$ cat src/rtl/mant_skid_buf_if.sv
// Valid/ready handshake bundle for the mantissa skid buffer.
// Carries the upstream and downstream sides plus the occupancy status.
interface mant_skid_buf_if #(
    parameter int WIDTH = 24,
    parameter int NCH   = 2
);
    logic                 in_valid;
    logic                 in_ready;
    logic [NCH*WIDTH-1:0] in_data;
    logic                 out_valid;
    logic                 out_ready;
    logic [NCH*WIDTH-1:0] out_data;
    logic [1:0]           occupancy;

    // The buffer itself: it consumes upstream beats and produces downstream beats.
    modport slave (
        input  in_valid, in_data, out_ready,
        output in_ready, out_valid, out_data, occupancy
    );

    // The environment around the buffer: the producer and the consumer.
    modport master (
        output in_valid, in_data, out_ready,
        input  in_ready, out_valid, out_data, occupancy
    );
endinterface

$ cat src/rtl/mant_skid_buf.sv
// Two-entry elastic register stage carrying NCH packed operand mantissas.
// Handshake outputs come straight from flops, so upstream never sees a combinational ready.
module mant_skid_buf #(
    parameter int WIDTH = 24,
    parameter int NCH   = 2
) (
    input  logic          clk,
    input  logic          rst,
    input  logic          flush,
    mant_skid_buf_if.slave bus
);
    localparam int DW = WIDTH * NCH;

    typedef enum logic [1:0] {
        EMPTY = 2'd0,
        ONE   = 2'd1,
        FULL  = 2'd2
    } state_t;

    state_t          state;
    state_t          nxt_state;
    logic [DW-1:0]   main_q;
    logic [DW-1:0]   skid_q;
    logic            in_ready_q;
    logic            out_valid_q;
    logic [1:0]      occ_q;
    logic            accept;
    logic            take;

    assign accept = bus.in_valid & in_ready_q;
    assign take   = out_valid_q & bus.out_ready;

    // State encoding doubles as the entry count, so occupancy mirrors the next state.
    always_comb begin
        nxt_state = state;
        if (flush) begin
            nxt_state = EMPTY;
        end else begin
            case (state)
                EMPTY: if (accept) nxt_state = ONE;
                ONE: begin
                    if (accept && !take)      nxt_state = FULL;
                    else if (!accept && take) nxt_state = EMPTY;
                end
                FULL:    if (take) nxt_state = ONE;
                default: nxt_state = EMPTY;
            endcase
        end
    end

    always_ff @(posedge clk) begin
        if (rst) begin
            state       <= EMPTY;
            main_q      <= '0;
            skid_q      <= '0;
            in_ready_q  <= 1'b1;
            out_valid_q <= 1'b0;
            occ_q       <= 2'd0;
        end else begin
            state       <= nxt_state;
            in_ready_q  <= (nxt_state != FULL);
            out_valid_q <= (nxt_state != EMPTY);
            occ_q       <= nxt_state;
            // A flush empties the buffer logically but leaves the data registers untouched.
            if (!flush) begin
                case (state)
                    EMPTY: if (accept) main_q <= bus.in_data;
                    ONE: begin
                        if (accept && take) main_q <= bus.in_data;
                        else if (accept)    skid_q <= bus.in_data;
                    end
                    FULL:    if (take) main_q <= skid_q;
                    default: ;
                endcase
            end
        end
    end

    assign bus.in_ready  = in_ready_q;
    assign bus.out_valid = out_valid_q;
    assign bus.out_data  = main_q;
    assign bus.occupancy = occ_q;
endmodule

$ cat src/flat_wrapper.sv
// flat-port wrapper written by rule: the top's interface ports become plain ports
module mant_skid_buf_flat 
#(
    parameter int WIDTH = 24,
    parameter int NCH   = 2
)
  (clk, rst, flush, bus_in_valid, bus_in_data, bus_out_ready, bus_in_ready, bus_out_valid, bus_out_data, bus_occupancy);
  mant_skid_buf_if #(.WIDTH(WIDTH), .NCH(NCH)) bus_i ();
  input  logic clk;
  input  logic rst;
  input  logic flush;
  input wire logic [$bits(bus_i.in_valid)-1:0] bus_in_valid;
  input wire logic [$bits(bus_i.in_data)-1:0] bus_in_data;
  input wire logic [$bits(bus_i.out_ready)-1:0] bus_out_ready;
  output wire logic [$bits(bus_i.in_ready)-1:0] bus_in_ready;
  output wire logic [$bits(bus_i.out_valid)-1:0] bus_out_valid;
  output wire logic [$bits(bus_i.out_data)-1:0] bus_out_data;
  output wire logic [$bits(bus_i.occupancy)-1:0] bus_occupancy;
  assign bus_i.in_valid = bus_in_valid;
  assign bus_i.in_data = bus_in_data;
  assign bus_i.out_ready = bus_out_ready;
  assign bus_in_ready = bus_i.in_ready;
  assign bus_out_valid = bus_i.out_valid;
  assign bus_out_data = bus_i.out_data;
  assign bus_occupancy = bus_i.occupancy;
  mant_skid_buf #(.WIDTH(WIDTH), .NCH(NCH)) u_core (.clk(clk), .rst(rst), .flush(flush), .bus(bus_i));
endmodule
$ cat config.mk
export PLATFORM = sky130hd
export DESIGN_NAME = mant_skid_buf_flat
export DESIGN_NICKNAME = d
export VERILOG_FILES = /design/src/rtl/mant_skid_buf_if.sv /design/src/rtl/mant_skid_buf.sv /design/src/flat_wrapper.sv
export SDC_FILE = /design/constraint.sdc
export NUM_CORES = 1
export LEC_CHECK = 0
export CAP_MARGIN = 20
export CORE_MARGIN = 2
export CORE_UTILIZATION = 40
export CTS_BUF_LIST = sky130_fd_sc_hd__clkbuf_4 sky130_fd_sc_hd__clkbuf_8
export CTS_CLUSTER_DIAMETER = 60
export DETAILED_ROUTE_END_ITERATION = 12
export GPL_TIMING_DRIVEN = 0
export PLACE_DENSITY = 0.72
export SYNTH_ARGS = -nofsm -noshare
export SYNTH_HDL_FRONTEND = slang
export SYNTH_SLANG_ARGS = --single-unit
export TNS_END_PERCENT = 100
$ cat constraint.sdc
create_clock -name clk -period 2.42 [get_ports clk]
set_input_delay 0.605 -clock clk [delete_from_list [all_inputs] [get_ports clk]]
set_output_delay 0.605 -clock clk [all_outputs]
set_load 0.02 [all_outputs]
==> After elaboration in Yosys (flattened, before gate mapping) <==
Index checks and enable logic that the tools add are counted.
{ "op_classes": {"n_eq_ne": 6, "mux": 10, "bitwise_logic": 4, "n_reduce_logical": 10} }
{ "ops": {"columns": ["op", "count"], "rows": [
  ["$mux 48", 3],
  ["$pmux 48 s3", 1],
  ["$mux 2", 5],
  ["$ne 2x1->1 const B", 3],
  ["$pmux 2 s3", 1],
  ["$reduce_and 5->1", 1],
  ["$reduce_and 4->1", 1],
  ["$logic_and 1x1->1", 3],
  ["$reduce_bool 3->1", 1],
  ["$and 1x1->1", 2],
  ["$eq 2x1->1 const B", 1],
  ["$eq 2x2->1 const B", 1],
  ["$logic_not 1->1", 2],
  ["$logic_not 2->1", 1],
  ["$ne 2x2->1 const B", 1],
  ["$not 1->1", 2],
  ["$reduce_bool 2->1", 1]
]} }
{ "totals": {"reg_bits": 100, "in_bits": 53, "output_inout_bits": 52, "elab_cells": 35} }

==> Depth between registers and ports, before layout <==
Gate-level depths: netlist of the first run.
{ "depth": {"word_depth": 8, "mapped_depth": 6, "mapped_depth_nobuf": 4} }

==> Worst setup path after synthesis of the first run <==
No wires, ideal clock.
{ "synth_path": {"kind": "input to register", "startpoint": "input port bus_out_ready", "endpoint": "register u_core.skid_q[0]", "setup_ps": 132, "arrival_time_ps": 1671, "required_time_ps": 2288, "slack_ps": 617, "cell_stages": 6, "n_path_buf": 2, "path_cell_list": "a21bo_2 -> or4_4 -> buf_6 -> buf_6 -> nand2_1 -> a21oi_1"} }
{ "synth_via": {"elab_chain_cells": 4} }
{ "synth_rtl": {"columns": ["element", "line_no", "text"], "rows": [
  ["start, declared", "flat_wrapper.sv:14", "input wire logic [$bits(bus_i.out_ready)-1:0] bus_out_ready;"],
  ["$and 1x1->1", "mant_skid_buf.sv:31", "assign take = out_valid_q & bus.out_ready;"],
  ["$logic_and 1x1->1", "mant_skid_buf.sv:69", "if (accept && take) main_q <= bus.in_data;"],
  ["$not 1->1 (no line)", null, null],
  ["$reduce_and 4->1 (no line)", null, null],
  ["end signal, assigned", "mant_skid_buf.sv:70", "else if (accept) skid_q <= bus.in_data;"],
  ["end, declared", "mant_skid_buf.sv:23", "logic [DW-1:0] skid_q;"]
]} }
No other way between the ends.
A chain may end at the register's enable or synchronous reset.

==> Worst setup path in the final report of the first run <==
{ "layout_path": {"startpoint": "input port bus_out_ready", "endpoint": "register u_core.skid_q[3]"} }
The elaborated chain is that of the path after synthesis.

==> results.toml, run 1 <==
[final_layout]
area_growth_pct = 33.7
final_common_cell = "clkdlybuf4s50_1"
antenna_cells = 0
final_cell_mix = "clkdlybuf4s50_1, dfxtp_1, nand2_1, a21oi_1"
drive_gt1_frac = 0.0712
stdcell_area_mm2 = 0.00552
nets = 625

[cts]
postCtsHoldBufs = 0
post_cts_buffers = 0
clkLatencyLatePin_ns = 0.36
clk_pin_slew_ns = 0.08
clock-sinks = 100
cts_max_level = 3
cts_resized = 0
cts_tree = "yes"
cts_buffer_depth = 2
cts_root_buf = "clkbuf_8"
cts_buffers = 9

[worst_setup_path]
r2r_slack_ns = 0.55
r2r_start = "u_core.state[0]"
cp-end-kind = "register"
cp.arrival_ns = 2.49
setup.worst_path.start_class = "primary input"
rr_endpoint = "u_core.skid_q[3]"
worstSetupPathType = "primary input to register"
r2r_cells = 6
worst-path-max-fanout = 10
crit_required_ns = 2.70

[synth]
synth_seq_cells = 100
syn_inst = 457
ys.warnings.count = 0
synth.avg_cell_area_um2 = 9.03
ys_types = 24
synth-seq-area-share = 0.485
synth_nets = 510
syn_area_mm2 = 0.00413

[sta]
finalHoldViolCount = 0
fin_worst_skew_ns = 0.0123
fin_setup_tns_ns = 0
rsz0062_at_grt = "false"
fin_crit_sh = 0.915
period_needed_ns = 2.21
drv_slew = 0
slew_headroom = 0.636
report.final.setup_viol = 0
tightest_slew_ns = 0.546
fmax_ghz = 0.452

[pwr]
p_total_uw = 3360
powerDensity_mw_per_mm2 = 609
leakage_uw = 0.00215
peakVddDrop_uv = 297

[placed_design]
placed_cell_area_mm2 = 0.00533
port_buffers = 103
gp_congestion = 0.792
dpl.hpwl_um = 8050

[die]
rows = 37
core_area_mm2 = 0.0102
fp.dieH_um = 106
fp.dieArea_mm2 = 0.0111
ioPinCount = 105
start_util = 0.405
die-width_um = 106

[routing]
avgRoutedWirePerCell_um = 15.7
postRouteAntennaNets = 0
firstDrtPassIters = 5
vias = 3780
avgViaCountPerCell = 5.31
drc_errors = 0
wl_um = 11200
drt-initial-drc-count = 204

[grt]
grt_usage = 0.200
first_global_vias = 3657
grt_pass1_wl_um = 17900
antenna_found_initial = 0
grt_max_degree = 16
overflow = 0

[min_path]
worstHoldPathCells = 2
hold_start = "u_core.skid_q[22]"
holdCritPathClass = "register to register"
hold_path_end = "u_core.skid_q[22]"

[status]
outcome = "completed"

[run]
maxCapViolations = 0
[worst max-delay path, cell delays in order]
cell	delay, ns
clkdlybuf4s50_1	0.52
a21bo_2	0.27
nor4_2	0.30
buf_2	0.32
buf_2	0.26
nand2_1	0.07
a21oi_1	0.13
[logic make-up after synthesis]
kind of cell	after synthesis	share of synthesized area
DFF	100	0.485
buffers and inverters	49	0.0564
AOI/OAI and AO/OA	153	0.236
muxes	48	0.116
and+or+nand+nor	107	0.106
[worst max path at each step]
stage | slack, ns | end | depth (start not counted) | from
2_1_floorplan | 0.62 | u_core.skid_q[0] | 6 | bus_out_ready
3_3_place_gp | -0.19 | u_core.bus.out_data[32] | 6 | bus_out_ready
3_5_place_dp | -0.20 | u_core.bus.out_data[42] | 6 | bus_out_ready
4_1_cts | 0.16 | u_core.bus.out_data[21] | 6 | bus_out_ready
5_1_grt | 0.07 | u_core.skid_q[46] | 7 | bus_out_ready
6_report | 0.21 | u_core.skid_q[3] | 7 | bus_out_ready
[metal layers]
metal	GRT usage	vias up	share of wire	wire length, um
li1	-	1884	-	-
met1	0.252	1789	0.45	5010
met2	0.348	98	0.50	5590
met3	0.0291	9	0.040	450
met4	0.0677	0	0.0099	111
met5	0	-	0	0
[sequential cells by signal (all words and copies together) (netlist names)]
| register | cells |
|---|---|
| u_core.bus.in_ready | 1 |
| u_core.state | 2 |
| u_core.bus.out_data | 48 |
| u_core.skid_q | 48 |
| u_core.bus.out_valid | 1 |
[power breakdown]
| part | switching, uW | internal (uW) |
|---|---|---|
| registers | 44.8 | 1720 |
| logic | 316 | 286 |
| clock network | 556 | 437 |
[through the flow]
step	utilization	setup slack, ns	hold slack, ns	std cells
finish	0.542	0.205	0.456	712
global route	0.542	0.0679	0.471	712
CTS	0.541	0.160	0.459	711
detailed placement	0.523	-0.203	0.447	696
floorplan	-	0.617	0.436	457
global placement	0.523	-0.193	0.441	696
[Yosys cell counts (all sizes together)]
master	n	area, um2
nand4b	1	8.76
a311oi	48	420
a2111o	1	11.3
nor4	1	12.5
dfxtp	100	2000
buf	22	131
nand4bb	1	11.3
o211ai	1	7.51
nand4	1	6.26
a21bo	1	10.0
nor2	2	7.51
a21o	1	7.51
a21boi	2	15.0
nand2b	2	12.5
a21oi	97	485
clkinv	1	3.75
mux2i	48	480
or4	1	11.3
nand2	98	368
a2111oi	1	8.76
o21a	1	7.51
clkbuf	26	97.6
[cell type report]
class | count | area, um2
Buffer | 48 | 229
Clock buffer | 12 | 159
Clock inverter | 3 | 22.5
Fill cell | 947 | 4670
Inverter | 1 | 3.75
Multi-Input combinational cell | 308 | 1890
Sequential cell | 100 | 2000
Tap cell | 136 | 170
Timing Repair Buffer | 104 | 1040
Power figures use the tool's default switching activity.
==> run 2: changes to the inputs <==
- GPL_TIMING_DRIVEN: 0 -> 1
- RECOVER_POWER: unset -> 100
==> results.toml, run 2 (synthesis results as in run 1) <==
[status]
outcome = "completed"

[sta]
fin_setup_tns_ns = 0
rsz0062_at_grt = "false"
slew_headroom = 0.404
report.final.setup_viol = 0
tightest_slew_ns = 0.894
finalHoldViolCount = 0
fin_worst_skew_ns = 0.0105
period_needed_ns = 2.27
fmax_ghz = 0.440
drv_slew = 0
fin_crit_sh = 0.939

[placed_design]
gp_congestion = 0.760
dpl.hpwl_um = 6260
port_buffers = 104

[worst_setup_path]
crit_required_ns = 2.62
worstSetupPathType = "primary input to register"
setup.worst_path.start_class = "primary input"
rr_endpoint = "u_core.bus.out_data[23]"
r2r_start = "u_core.state[0]"
cp.arrival_ns = 2.48
r2r_slack_ns = 0.25
r2r_cells = 4
worst-path-max-fanout = 48
cp-end-kind = "register"

[final_layout]
nets = 590
antenna_cells = 0
final_cell_mix = "dfxtp_1, nand2_1, a21oi_1, dlygate4sd3_1, clkdlybuf4s50_1"
register_area_mm2 = 0.00200
final_common_cell = "dfxtp_1"
area_growth_pct = 32.5
n_fill_cell = 957
drive_gt1_frac = 0.0609
multiInputGateArea_mm2 = 0.00190

[pwr]
peakVddDrop_uv = 311
comb_power_share = 0.169
clkPwrFrac = 0.306
powerDensity_mw_per_mm2 = 614
power_switching_uw = 898
seq_power_share = 0.524
p_total_uw = 3350
internal-power_uw = 2460
leakage_uw = 0.00225
swShare = 0.268

[grt]
first_global_vias = 3409
grt_max_degree = 88
grt_pass1_wl_um = 16200
antenna_found_initial = 0
grt_usage = 0.176
overflow = 0

[die]
start_util = 0.405
die-width_um = 106
rows = 37
ioPinCount = 105
fp.dieH_um = 106
fp.dieArea_mm2 = 0.0111
core_area_mm2 = 0.0102

[routing]
drt-initial-drc-count = 89
drc_errors = 0
postRouteAntennaNets = 0
avgViaCountPerCell = 5.29
avgRoutedWirePerCell_um = 14.3
firstDrtPassIters = 4
vias = 3587
wl_um = 9680

[cts]
post_cts_buffers = 0
clock-sinks = 100
cts_max_level = 3
clk_pin_slew_ns = 0.09
postCtsHoldBufs = 0
cts_buffer_depth = 2
cts_resized = 0
clkLatencyLatePin_ns = 0.36
cts_tree = "yes"
cts_root_buf = "clkbuf_8"
cts_buffers = 9

[run]
maxCapViolations = 0

[min_path]
hold_path_end = "u_core.skid_q[27]"
hold_start = "u_core.skid_q[27]"
worstHoldPathCells = 2
holdCritPathClass = "register to register"
[run 2: power by group through the flow]
stage	logic, uW	registers, uW	clock network, uW
final	568	1760	1030
after global routing	615	1770	1110
after CTS	598	1760	1050
after detailed placement	595	1800	0
after global placement	587	1800	0
after floorplan	229	1870	0
[run 2: worst max-delay path, cell delays in order]
cell	delay (ns)
dlygate4sd3_1	0.61
a21bo_1	0.25
or4_4	0.48
buf_4	0.31
nand2_1	0.13
a21oi_1	0.07
[run 2: layout make-up]
type                            instances  area share
Clock buffer                           13      0.0316
Clock inverter                          3     0.00366
Inverter                                1    0.000687
Multi-Input combinational cell        308       0.348
Sequential cell                       100       0.366
Tap cell                              136      0.0311
Timing Repair Buffer                  117       0.219
[run 2: worst max-delay path by stage]
stage / from / end / slack (ns) / depth (start not counted)
after global placement: bus_out_ready / u_core.skid_q[3] / 0.07 / 6
after CTS: u_core.state[1] / bus_occupancy[1] / 0.15 / 1
after detailed placement: bus_out_ready / u_core.skid_q[17] / 0.02 / 6
after floorplan: bus_out_ready / u_core.skid_q[0] / 0.62 / 6
final: bus_out_ready / u_core.skid_q[6] / 0.15 / 6
after global routing: u_core.state[1] / bus_occupancy[1] / 0.06 / 1
[run 2: metal layers]
layer	up-vias	global-route usage	part of all wire
li1	1817	-	-
met1	1663	0.228	0.46
met2	95	0.291	0.48
met3	12	0.0309	0.048
met4	0	0.0724	0.018
met5	-	0	0
[run 2: metrics by stage]
stage          hold slack [ns]  setup slack, ns  cells  utilization  cell area [um2]
2_1_floorplan            0.436            0.617    457            -             4130
3_3_place_gp             0.441           0.0651    662        0.521             5310
3_5_place_dp             0.446           0.0248    662        0.521             5310
4_1_cts                  0.458            0.146    678        0.540             5500
5_1_grt                  0.479           0.0597    678        0.537             5470
6_report                 0.456            0.147    678        0.537             5470
==> run 3: changes to the inputs <==
--- a/config.mk
+++ b/config.mk
@@ -8,5 +8,4 @@
 export CAP_MARGIN = 20
-export CORE_MARGIN = 2
 export CORE_UTILIZATION = 40
-export CTS_BUF_LIST = sky130_fd_sc_hd__clkbuf_4 sky130_fd_sc_hd__clkbuf_8
+export CTS_BUF_LIST = sky130_fd_sc_hd__clkbuf_8
 export CTS_CLUSTER_DIAMETER = 60
==> constraint.sdc (replaced) <==
create_clock -name clk -period 2.42 [get_ports clk]
set_input_delay 0.484 -clock clk [delete_from_list [all_inputs] [get_ports clk]]
set_output_delay 0.484 -clock clk [all_outputs]
set_load 0.02 [all_outputs]
==> results.toml, run 3 (synthesis results as in run 1) <==
[sta]
tightest_slew_ns = 1.78
slew_headroom = -0.186
fin_worst_skew_ns = 0.00694
drv_slew = 91
finalHoldViolCount = 0
report.final.setup_viol = 0
period_needed_ns = 2.22
fin_setup_tns_ns = 0
final.setup.worst_slack_ns = 0.195
fin_crit_sh = 0.919
rsz0062_at_grt = "false"
fmax_ghz = 0.449

[grt]
grt_usage = 0.184
grt_max_degree = 91
first_global_vias = 3382
grt_pass1_wl_um = 16100
antenna_found_initial = 0
overflow = 0

[routing]
drt-initial-drc-count = 195
vias = 3606
avgRoutedWirePerCell_um = 14.2
wl_um = 9570
postRouteAntennaNets = 0
avgViaCountPerCell = 5.35
drc_errors = 0
firstDrtPassIters = 4

[final_layout]
area_growth_pct = 31.5
register_area_mm2 = 0.00200
antenna_cells = 0
stdcell_area_mm2 = 0.00543
final_cells = 674
final_cell_mix = "dfxtp_1, nand2_1, a21oi_1, dlygate4sd3_1, clkdlybuf4s50_1"
n_fill_cell = 896
drive_gt1_frac = 0.0573
final_common_cell = "dfxtp_1"
multiInputGateArea_mm2 = 0.00190
nets = 589

[status]
violations = "max-capacitance violations, max-slew violations"
outcome = "finished, violations left"

[worst_setup_path]
setup.worst_path.start_class = "register"
max_stage_delay_ns = 0.78
cp_top_family = "buffers and inverters"
worst-path-max-fanout = 10
path_buf_inv = 1
crit_required_ns = 1.94
worstSetupPathType = "register to output port"
cpMaxStageDelayCell = "dlygate4sd3_1"
cp-end-kind = "output port"
crit_path_cell_trace = "dlygate4sd3_1"
cp.arrival_ns = 1.74

[placed_design]
placed_cell_area_mm2 = 0.00527
gp_congestion = 0.727
place_ws_ns = 0.0271
port_buffers = 104
dpl.hpwl_um = 6390
placed_cells = 658

[pwr]
leakage_uw = 0.00224
peakVddDrop_uv = 282
p_total_uw = 3280
powerDensity_mw_per_mm2 = 604

[cts]
clk_pin_slew_ns = 0.09
postCtsHoldBufs = 0
clock-sinks = 100
clkLatencyLatePin_ns = 0.36
cts_root_buf = "clkbuf_8"
cts_buffers = 9
cts_max_level = 3
cts_tree = "yes"
cts_resized = 0
post_cts_buffers = 0
cts_buffer_depth = 2

[min_path]
holdCritPathClass = "register to register"

[die]
fp.dieH_um = 104
die-width_um = 104
core_area_mm2 = 0.00986
fp.dieArea_mm2 = 0.0107
start_util = 0.418
ioPinCount = 105
rows = 36

[run]
maxCapViolations = 1
-- run 3: power breakdown --
| group | internal, uW | leakage, uW | total (uW) | switching (uW) |
|---|---|---|---|---|
| clock network | 400 | 0.0000897 | 960 | 560 |
| logic | 261 | 0.00134 | 559 | 299 |
| registers | 1720 | 0.000816 | 1760 | 38.3 |
| total | 2380 | 0.00224 | 3280 | 897 |
-- run 3: worst paths after layout --
kind,start,endpoint,slack [ns],cells after the start
worst min-delay path,u_core.skid_q[23],u_core.skid_q[23],0.46,2
worst max register to register,u_core.state[1],u_core.bus.out_data[41],0.44,5
worst max-delay path,u_core.state[1],bus_occupancy[1],0.20,1
worst min register to register,u_core.skid_q[23],u_core.skid_q[23],0.46,2
-- run 3: stage by stage --
step                 util  hold WS, ns
finish              0.550        0.458
global route        0.550        0.475
CTS                 0.553        0.459
detailed placement  0.534        0.447
global placement    0.534        0.441
floorplan               -        0.436
-- run 3: area by class of cell --
| class | instances | share of cell area |
|---|---|---|
| clock buffers | 10 | 0.0254 |
| flip-flops and latches | 100 | 0.369 |
| well taps | 133 | 0.0307 |
| repair buffers | 116 | 0.216 |
| multi-input cells | 308 | 0.351 |
| clock inverters | 6 | 0.00761 |
| inverters | 1 | 0.000692 |
-- run 3: routing by layer --
metal | wire, um | up-vias | GRT usage
li1 | - | 1812 | -
met5 | 0 | - | 0
met2 | 4520 | 93 | 0.302
met4 | 177 | 0 | 0.0839
met1 | 4480 | 1687 | 0.238
met3 | 392 | 14 | 0.0308
